[config.mk]
export PLATFORM = sky130hd
export DESIGN_NAME = l2_arbiter
export DESIGN_NICKNAME = d
export VERILOG_FILES = /design/src/rtl/l2_arbiter.sv
export SDC_FILE = /design/constraint.sdc
export NUM_CORES = 1
export LEC_CHECK = 0
export CAP_MARGIN = 10
export CORE_AREA = 3 3 271 273
export DETAILED_ROUTE_END_ITERATION = 6
export DIE_AREA = 0 0 274 276
export PLACE_DENSITY = 0.39
export SYNTH_ARGS = -nofsm -noshare
export SYNTH_HDL_FRONTEND = slang
export SYNTH_SLANG_ARGS = --single-unit
[constraint.sdc]
create_clock -name clk -period 2.5 [get_ports clk]
set_input_delay 0.375 -clock clk [delete_from_list [all_inputs] [get_ports clk]]
set_output_delay 0.375 -clock clk [all_outputs]
set_load 0.02 [all_outputs]
[src/rtl/l2_arbiter.sv]
// Round-robin arbiter that shares the single L2 port between the L1 I-cache and D-cache miss paths.
// Optional performance counters are compiled in when L2ARB_PERF_EN is defined.
module l2_arbiter #(
    parameter int ADDR_W = 16,
    parameter int LINE_W = 128,
    parameter int CNT_W  = 16
) (
    input  logic              clk,
    input  logic              reset_n,
    input  logic              icache_read,
    input  logic [ADDR_W-1:0] icache_address,
    output logic [LINE_W-1:0] icache_rdata,
    output logic              icache_resp,
    input  logic              dcache_read,
    input  logic              dcache_write,
    input  logic [ADDR_W-1:0] dcache_address,
    input  logic [LINE_W-1:0] dcache_wdata,
    output logic [LINE_W-1:0] dcache_rdata,
    output logic              dcache_resp,
    output logic              l2_read,
    output logic              l2_write,
    output logic [ADDR_W-1:0] l2_address,
    output logic [LINE_W-1:0] l2_wdata,
    input  logic [LINE_W-1:0] l2_rdata,
    input  logic              l2_resp
`ifdef L2ARB_PERF_EN
    ,
    output logic [CNT_W-1:0]  perf_i_grants,
    output logic [CNT_W-1:0]  perf_d_grants,
    output logic [CNT_W-1:0]  perf_contention
`endif
);

    typedef enum logic [1:0] {
        IDLE    = 2'd0,
        SERVE_I = 2'd1,
        SERVE_D = 2'd2
    } state_e;

    state_e              state_q, state_d;
    logic                last_grant_q, last_grant_d;  // 0: I-cache, 1: D-cache
    logic                l2_read_q, l2_read_d;
    logic                l2_write_q, l2_write_d;
    logic [ADDR_W-1:0]   l2_address_q, l2_address_d;
    logic [LINE_W-1:0]   l2_wdata_q, l2_wdata_d;

    logic dreq;
    logic grant_i;
    logic grant_d;

    // Under contention the side that was not served last wins.
    assign dreq    = dcache_read | dcache_write;
    assign grant_i = (state_q == IDLE) && icache_read && (!dreq || last_grant_q);
    assign grant_d = (state_q == IDLE) && dreq && (!icache_read || !last_grant_q);

    always_comb begin
        state_d      = state_q;
        last_grant_d = last_grant_q;
        l2_read_d    = l2_read_q;
        l2_write_d   = l2_write_q;
        l2_address_d = l2_address_q;
        l2_wdata_d   = l2_wdata_q;
        case (state_q)
            IDLE: begin
                if (grant_d) begin
                    state_d      = SERVE_D;
                    l2_address_d = dcache_address;
                    l2_wdata_d   = dcache_wdata;
                    // A simultaneous read+write from the D-cache is treated as a writeback.
                    l2_write_d   = dcache_write;
                    l2_read_d    = ~dcache_write;
                end else if (grant_i) begin
                    state_d      = SERVE_I;
                    l2_address_d = icache_address;
                    l2_read_d    = 1'b1;
                    l2_write_d   = 1'b0;
                end
            end
            SERVE_I: begin
                if (l2_resp) begin
                    state_d      = IDLE;
                    last_grant_d = 1'b0;
                    l2_read_d    = 1'b0;
                    l2_write_d   = 1'b0;
                end
            end
            SERVE_D: begin
                if (l2_resp) begin
                    state_d      = IDLE;
                    last_grant_d = 1'b1;
                    l2_read_d    = 1'b0;
                    l2_write_d   = 1'b0;
                end
            end
            default: begin
                state_d    = IDLE;
                l2_read_d  = 1'b0;
                l2_write_d = 1'b0;
            end
        endcase
    end

    always_ff @(posedge clk or negedge reset_n) begin
        if (!reset_n) begin
            state_q      <= IDLE;
            last_grant_q <= 1'b0;
            l2_read_q    <= 1'b0;
            l2_write_q   <= 1'b0;
            l2_address_q <= '0;
            l2_wdata_q   <= '0;
        end else begin
            state_q      <= state_d;
            last_grant_q <= last_grant_d;
            l2_read_q    <= l2_read_d;
            l2_write_q   <= l2_write_d;
            l2_address_q <= l2_address_d;
            l2_wdata_q   <= l2_wdata_d;
        end
    end

    assign l2_read      = l2_read_q;
    assign l2_write     = l2_write_q;
    assign l2_address   = l2_address_q;
    assign l2_wdata     = l2_wdata_q;
    assign icache_rdata = l2_rdata;
    assign dcache_rdata = l2_rdata;
    assign icache_resp  = (state_q == SERVE_I) && l2_resp;
    assign dcache_resp  = (state_q == SERVE_D) && l2_resp;

`ifdef L2ARB_PERF_EN
    logic [CNT_W-1:0] perf_i_q, perf_i_d;
    logic [CNT_W-1:0] perf_d_q, perf_d_d;
    logic [CNT_W-1:0] perf_c_q, perf_c_d;

    function automatic logic [CNT_W-1:0] sat_inc(input logic [CNT_W-1:0] v);
        return (&v) ? v : v + 1'b1;
    endfunction

    always_comb begin
        perf_i_d = perf_i_q;
        perf_d_d = perf_d_q;
        perf_c_d = perf_c_q;
        if (grant_i) perf_i_d = sat_inc(perf_i_q);
        if (grant_d) perf_d_d = sat_inc(perf_d_q);
        if ((state_q == IDLE) && icache_read && dreq) perf_c_d = sat_inc(perf_c_q);
    end

    always_ff @(posedge clk or negedge reset_n) begin
        if (!reset_n) begin
            perf_i_q <= '0;
            perf_d_q <= '0;
            perf_c_q <= '0;
        end else begin
            perf_i_q <= perf_i_d;
            perf_d_q <= perf_d_d;
            perf_c_q <= perf_c_d;
        end
    end

    assign perf_i_grants   = perf_i_q;
    assign perf_d_grants   = perf_d_q;
    assign perf_contention = perf_c_q;
`else
    logic unused_cnt_w;
    assign unused_cnt_w = (CNT_W > 0);
`endif

endmodule

==> key figures, run 1 <==
STA
  – Final hold vios: 0
  – Fin crit period: 1.97 ns
  – RSZ-0062 raised after global routing: no
  – Final Max Tran Viols: 0
  – Final worst-path cycle share: 0.789
  – Setup TNS: 0 ns
  – Final Skew: 0.00682 ns
  – Final setup fails: 0
  – Slew HR: 0.611
  – Worst-Margin Slew: 0.584 ns
  – Max Clock Freq: 0.507 GHz

Routing
  – Post-detailed-route count of antenna-violating nets: 0
  – Via density: 2.87
  – Final WL: 25.9 mm
  – Iter 0 DRT Violations: 167
  – Residual DRC: 0
  – WL/cell: 13.5 microns
  – Via Count: 5,502
  – Drt pass-1 iters: 4

Global routing
  – Number of global-route vias before repair: 5,824
  – Total track usage: 0.0681
  – Global-route wire length before repair: 37.5 mm
  – Largest net degree at the start of global routing: 61
  – GRT Residual Overflow: 0
  – Initial antenna violation count: 3

Power
  – Maximum VDD drop: 0.414 mV
  – Power Density: 1290 mW/mm^2
  – Total Power: 0.0139 W
  – Leakage: 4.84 nW

Status
  – Status: finished clean

Worst setup path
  – CP Max Fanout: 4
  – CP arrival: 1.60 ns
  – CP Class: flop to output pin
  – Worst path required time: 2.12 ns
  – CP Capture Type: output pin
  – CP startpoint kind: flop

Floorplan
  – Top Ports: 698
  – Die ar.: 0.0756 sq mm
  – Vert. Die Dim: 276 microns
  – Core area: 0.0714 sq mm
  – Rows: 98
  – Initial core utilization: 0.110
  – Die width: 274 microns

Clock network
  – CTS max path bufs: 2
  – Htree depth: 4
  – CTS tree: built
  – Clk sinks: 149
  – Root Driver: clkbuf_16
  – Worst-Skew Late Latency: 0.47 ns
  – Clock transition at path regs: 0.07 ns
  – Num CTS Buffers: 17
  – Post-CTS Setup Repair Bufs: 0

Finish
  – Final core occ: 0.151
  – Final nets: 1,254
  – Share of cells above drive strength 1: 0.0506
  – ANT cells: 0
  – Post-Layout Inst Area: 0.0108 sq mm
  – P&R area growth vs syn: 38.2%

Synthesis
  – Ys Warns: 0
  – Seq/Total Area, Yosys: 0.477
  – Dominant cell type by area after synthesis: dfrtp_1
  – Syn nets: 1,196
  – Commonest cells in the netlist: 403 x nand2_1, 266 x buf_4, 149 x dfrtp_1, 18 x buf_2, 17 x mux2i_1
  – Avg Cell Area, Syn: 8.70 sq um
  – Yosys reg bits: 149
  – Post-synth ARST share: 1.00
  – Count leader, synth: nand2_1
  – Top post-synthesis cells by area: dfrtp_1 48%, buf_4 26%, nand2_1 19%, mux2i_1 2.2%, buf_2 1.2%
  – Post-synth top area share: 0.477
  – EDFF count, synth: 0
  – Post-Syn Instances: 898
  – Synth Cell Area: 0.00781 sq mm
  – Synth unique cells: 23
  – Main synth FF type: dfrtp_1

Job
  – Maxcap violations: 0

Placement
  – Area after DPL: 0.0102 sq mm
  – Gpl congestion: 0.700
  – PortBufs: 313
  – Detail Placement HPWL: 19.0 mm

Hold path
  – Type of the worst min-delay path: input pin to asynchronous set/reset pin
-- metrics by stage --
| stage | hold WS (ns) | cells | setup slack, ns |
|---|---|---|---|
| CTS | 0.344 | 1918 | 0.0321 |
| global route | 0.372 | 1919 | 0.356 |
| floorplan | 0.0794 | 898 | 1.00 |
| detailed placement | 0.379 | 1885 | 0.117 |
| global placement | 0.382 | 1885 | 0.158 |
| finish | 0.415 | 1919 | 0.528 |
-- registers in the layout, indices dropped and copies added, names as in the netlist --
register / count
l2_write: 1
last_grant_q: 1
l2_wdata: 128
l2_read: 1
state_q: 2
l2_address: 16
-- critical path, cell delays in order, from the launching register on --
cell and delay, ns:
dfrtp_1 0.38, inv_1 0.13, ha_1 0.16, and2_1 0.17, dlymetal6s2s_1 0.29
-- timing repair --
action	CTS	global route
resized for setup	0	2
hold endpoints to repair	48	0
setup endpoints to repair	0	2
hold buffers	1	0
-- final cells by class --
type | instances | area [sq um]
Tap cell | 950 | 1190
Sequential cell | 149 | 3730
Clock inverter | 11 | 126
Multi-Input combinational cell | 455 | 1940
Inverter | 5 | 18.8
Timing Repair Buffer | 328 | 3340
Clock buffer | 21 | 460
Fill cell | 8075 | 60600
-- power by group --
group | switching [W] | total, W | internal [W] | leakage (nW)
sequential | 0.000606 | 0.00421 | 0.00360 | 1.84
combinational | 0.00390 | 0.00699 | 0.00309 | 2.73
clock | 0.00120 | 0.00272 | 0.00152 | 0.276
-- logic make-up (layout without fill, tap and decap cells) --
| logic type | count (synthesis) | in the layout | synth area share |
|---|---|---|---|
| flip-flops | 149 | 149 | 0.477 |
| multiplexers | 17 | 17 | 0.0218 |
| adder cells (fa/ha/maj) | 4 | 4 | 0.00640 |
| AND/OR/NAND/NOR | 409 | 409 | 0.198 |
| buffers and inverters | 294 | 365 | 0.277 |
| AO/OA/AOI/OAI | 25 | 25 | 0.0205 |
-- worst paths after layout --
path	start	endpoint	slack, ns	depth (start not counted)
setup / recovery	state_q[0]	dcache_resp	0.53	4
hold / removal	reset_n	l2_address[15]	0.41	2
setup reg to reg	state_q[0]	l2_wdata[67]	0.70	6
hold reg to reg	l2_wdata[15]	l2_wdata[15]	0.47	2
max in group asynchronous	reset_n	l2_wdata[106]	1.37	3
min in group clk	dcache_wdata[110]	l2_wdata[110]	0.42	3
-- layer usage --
layer / routed length, microns / track usage / vias up
met1: 9420 / 0.0664 / 2474
met4: 1810 / 0.0573 / 6
met3: 3140 / 0.0398 / 110
met2: 11400 / 0.103 / 318
met5: 40 / 0.00193 / -
li1: - / - / 2594
-- cell usage in the layout, fill, tap and decap left out, types with 2 or more instances in the layout --
cell type / synthesis / routed
clkinvlp_4: 0 / 4
ha_1: 4 / 4
buf_4: 266 / 7
clkinv_4: 0 / 2
clkbuf_8: 0 / 2
dfrtp_1: 149 / 149
clkdlybuf4s50_1: 0 / 310
nor2_1: 2 / 2
o21ai_1: 8 / 8
nand2_1: 403 / 403
mux2i_1: 17 / 17
and2_1: 2 / 2
clkinv_2: 0 / 2
dlymetal6s2s_1: 0 / 2
clkbuf_16: 0 / 17
o21ai_0: 8 / 8
buf_12: 0 / 6
bufinv_16: 0 / 2
inv_1: 5 / 5
clkbuf_1: 0 / 2
Note: power is estimated with default switching activity, not from simulation.
==> run 2, diff against run 1 <==
Settings changed: CORE_AREA 3 3 271 273 to 3 3 268 270, DIE_AREA 0 0 274 276 to 0 0 271 273, PLACE_DENSITY 0.39 to 0.4.
Clock period 2.5 ns to 1.8 ns, I/O delays scaled along.
==> key figures, run 2 (synthesis gave the netlist of run 1 again) <==
Routing
  – Iter 0 DRT Violations: 211
  – Final WL: 25.3 mm
  – Via Count: 5,625
  – Post-detailed-route count of antenna-violating nets: 0
  – WL/cell: 13.1 microns
  – Residual DRC: 0
  – Via density: 2.92
  – Drt pass-1 iters: 6

Placement
  – PortBufs: 313
  – Gpl congestion: 0.733
  – Detail Placement HPWL: 18.6 mm
  – Area after DPL: 0.0104 sq mm
  – Cells after DPL: 1,894
  – Dpl ws: -0.0920 ns

Floorplan
  – Die ar.: 0.0740 sq mm
  – Rows: 97
  – Die width: 271 microns
  – Top Ports: 698
  – Core area: 0.0698 sq mm
  – Vert. Die Dim: 273 microns
  – Initial core utilization: 0.112

Worst setup path
  – R2r startpoint: state_q[0]
  – Flop2flop setup slack: 0.16 ns
  – CP startpoint kind: flop
  – Largest stage delay, worst path: 0.63 ns
  – Reg2reg end: l2_wdata[64]
  – R2r worst-path depth: 7
  – CP arrival: 1.45 ns
  – CP Capture Type: output pin
  – Worst path required time: 1.53 ns
  – Worst path bufs/invs: 1
  – Crit path max-delay cell type: clkdlybuf4s50_1
  – CP Class: flop to output pin
  – CP Cell Sequence: clkdlybuf4s50_1
  – CP Max Fanout: 2
  – CP top delay family: buffers and inverters

STA
  – Final worst-path cycle share: 0.953
  – Final Max Tran Viols: 0
  – Worst hold margin: 0.319 ns
  – Final Skew: 0.0109 ns
  – Final setup margin: 0.0838 ns
  – Worst-Margin Slew: 0.599 ns
  – Max Clock Freq: 0.583 GHz
  – Final setup fails: 0
  – Fin crit period: 1.72 ns
  – Slew HR: 0.601
  – Final hold vios: 0
  – Setup TNS: 0 ns

Global routing
  – Global-route wire length before repair: 37.4 mm
  – Total track usage: 0.0682
  – Initial antenna violation count: 1
  – Largest net degree at the start of global routing: 67
  – Number of global-route vias before repair: 5,977
  – GRT Residual Overflow: 0

Hold path
  – WHS Path Cells: 3
  – Hold Crit Endpoint: l2_wdata[106]
  – Min-delay src: dcache_wdata[106]
  – Type of the worst min-delay path: input pin to flop

Finish
  – Fillers: 7,847
  – ANT cells: 0
  – Final nets: 1,272
  – Share of cells above drive strength 1: 0.0740
  – Max reg flops: 128
  – Post-Layout Inst Area: 0.0111 sq mm
  – Most frequent cells in the layout: 403 x nand2_1, 231 x clkdlybuf4s50_1, 149 x dfrtp_1
  – Most common cell after layout, fill and taps aside: nand2_1
  – Final non-filler cell total: 1,927
  – P&R area growth vs syn: 42.2%

Clock network
  – CTS max path bufs: 2
  – Htree depth: 4
  – Worst-Skew Late Latency: 0.47 ns
  – CTS tree: built
  – Num CTS Buffers: 17
  – Root Driver: clkbuf_16
  – Clk sinks: 149
  – Clock transition at path regs: 0.08 ns

Power
  – Maximum VDD drop: 0.804 mV
  – Power Density: 1740 mW/mm^2
  – Leakage: 5.66 nW

Status
  – Status: finished clean

Job
  – Maxcap violations: 0
-- run 2: per-layer routing --
layer	up-vias	GRT usage	part of all wire
met1	2539	0.0705	0.37
met5	-	0.00461	0.0023
li1	2633	-	-
met3	98	0.0436	0.12
met4	4	0.0547	0.068
met2	351	0.0968	0.43
-- run 2: area by class of cell --
cell class              instances  area (sq um)  share of cell area
clock buffers                  17           425              0.0383
clock inverters                15           186              0.0168
well taps                     940          1180               0.106
inverters                       5          18.8             0.00169
repair buffers                346          3640               0.327
multi-input cells             455          1940               0.175
flip-flops and latches        149          3730               0.336
-- run 2: repair_timing --
action                                 in CTS  in global routing
setup endpoints to repair                  25                 56
hold buffers                                1                  0
endpoints found under the hold margin      28                  0
gates resized for setup                    33                 56
buffers inserted                            0                  0
-- run 2: metrics by stage --
| stage | total power (W) | utilization |
|---|---|---|
| floorplan | 0.0117 | - |
| global placement | 0.0160 | 0.149 |
| detailed placement | 0.0160 | 0.149 |
| CTS | 0.0200 | 0.157 |
| global route | 0.0208 | 0.159 |
| finish | 0.0194 | 0.159 |
-- run 2: how the worst max path moves through the flow --
stage | startpoint | end | slack (ns) | cells after the start
finish | l2_wdata[12] | l2_wdata[12] | 0.08 | 1
global placement | dcache_write | l2_wdata[51] | -0.06 | 6
global route | state_q[0] | dcache_resp | -0.01 | 4
CTS | l2_wdata[108] | l2_wdata[108] | 0.00006 | 1
detailed placement | dcache_write | l2_wdata[64] | -0.09 | 6
floorplan | state_q[0] | l2_wdata[0] | 0.30 | 8
-- run 2: where the power goes --
part,switching (W),internal (W),total [W]
registers,0.000868,0.00500,0.00587
logic,0.00537,0.00418,0.00955
clock network,0.00182,0.00211,0.00394
total,0.00806,0.0113,0.0194
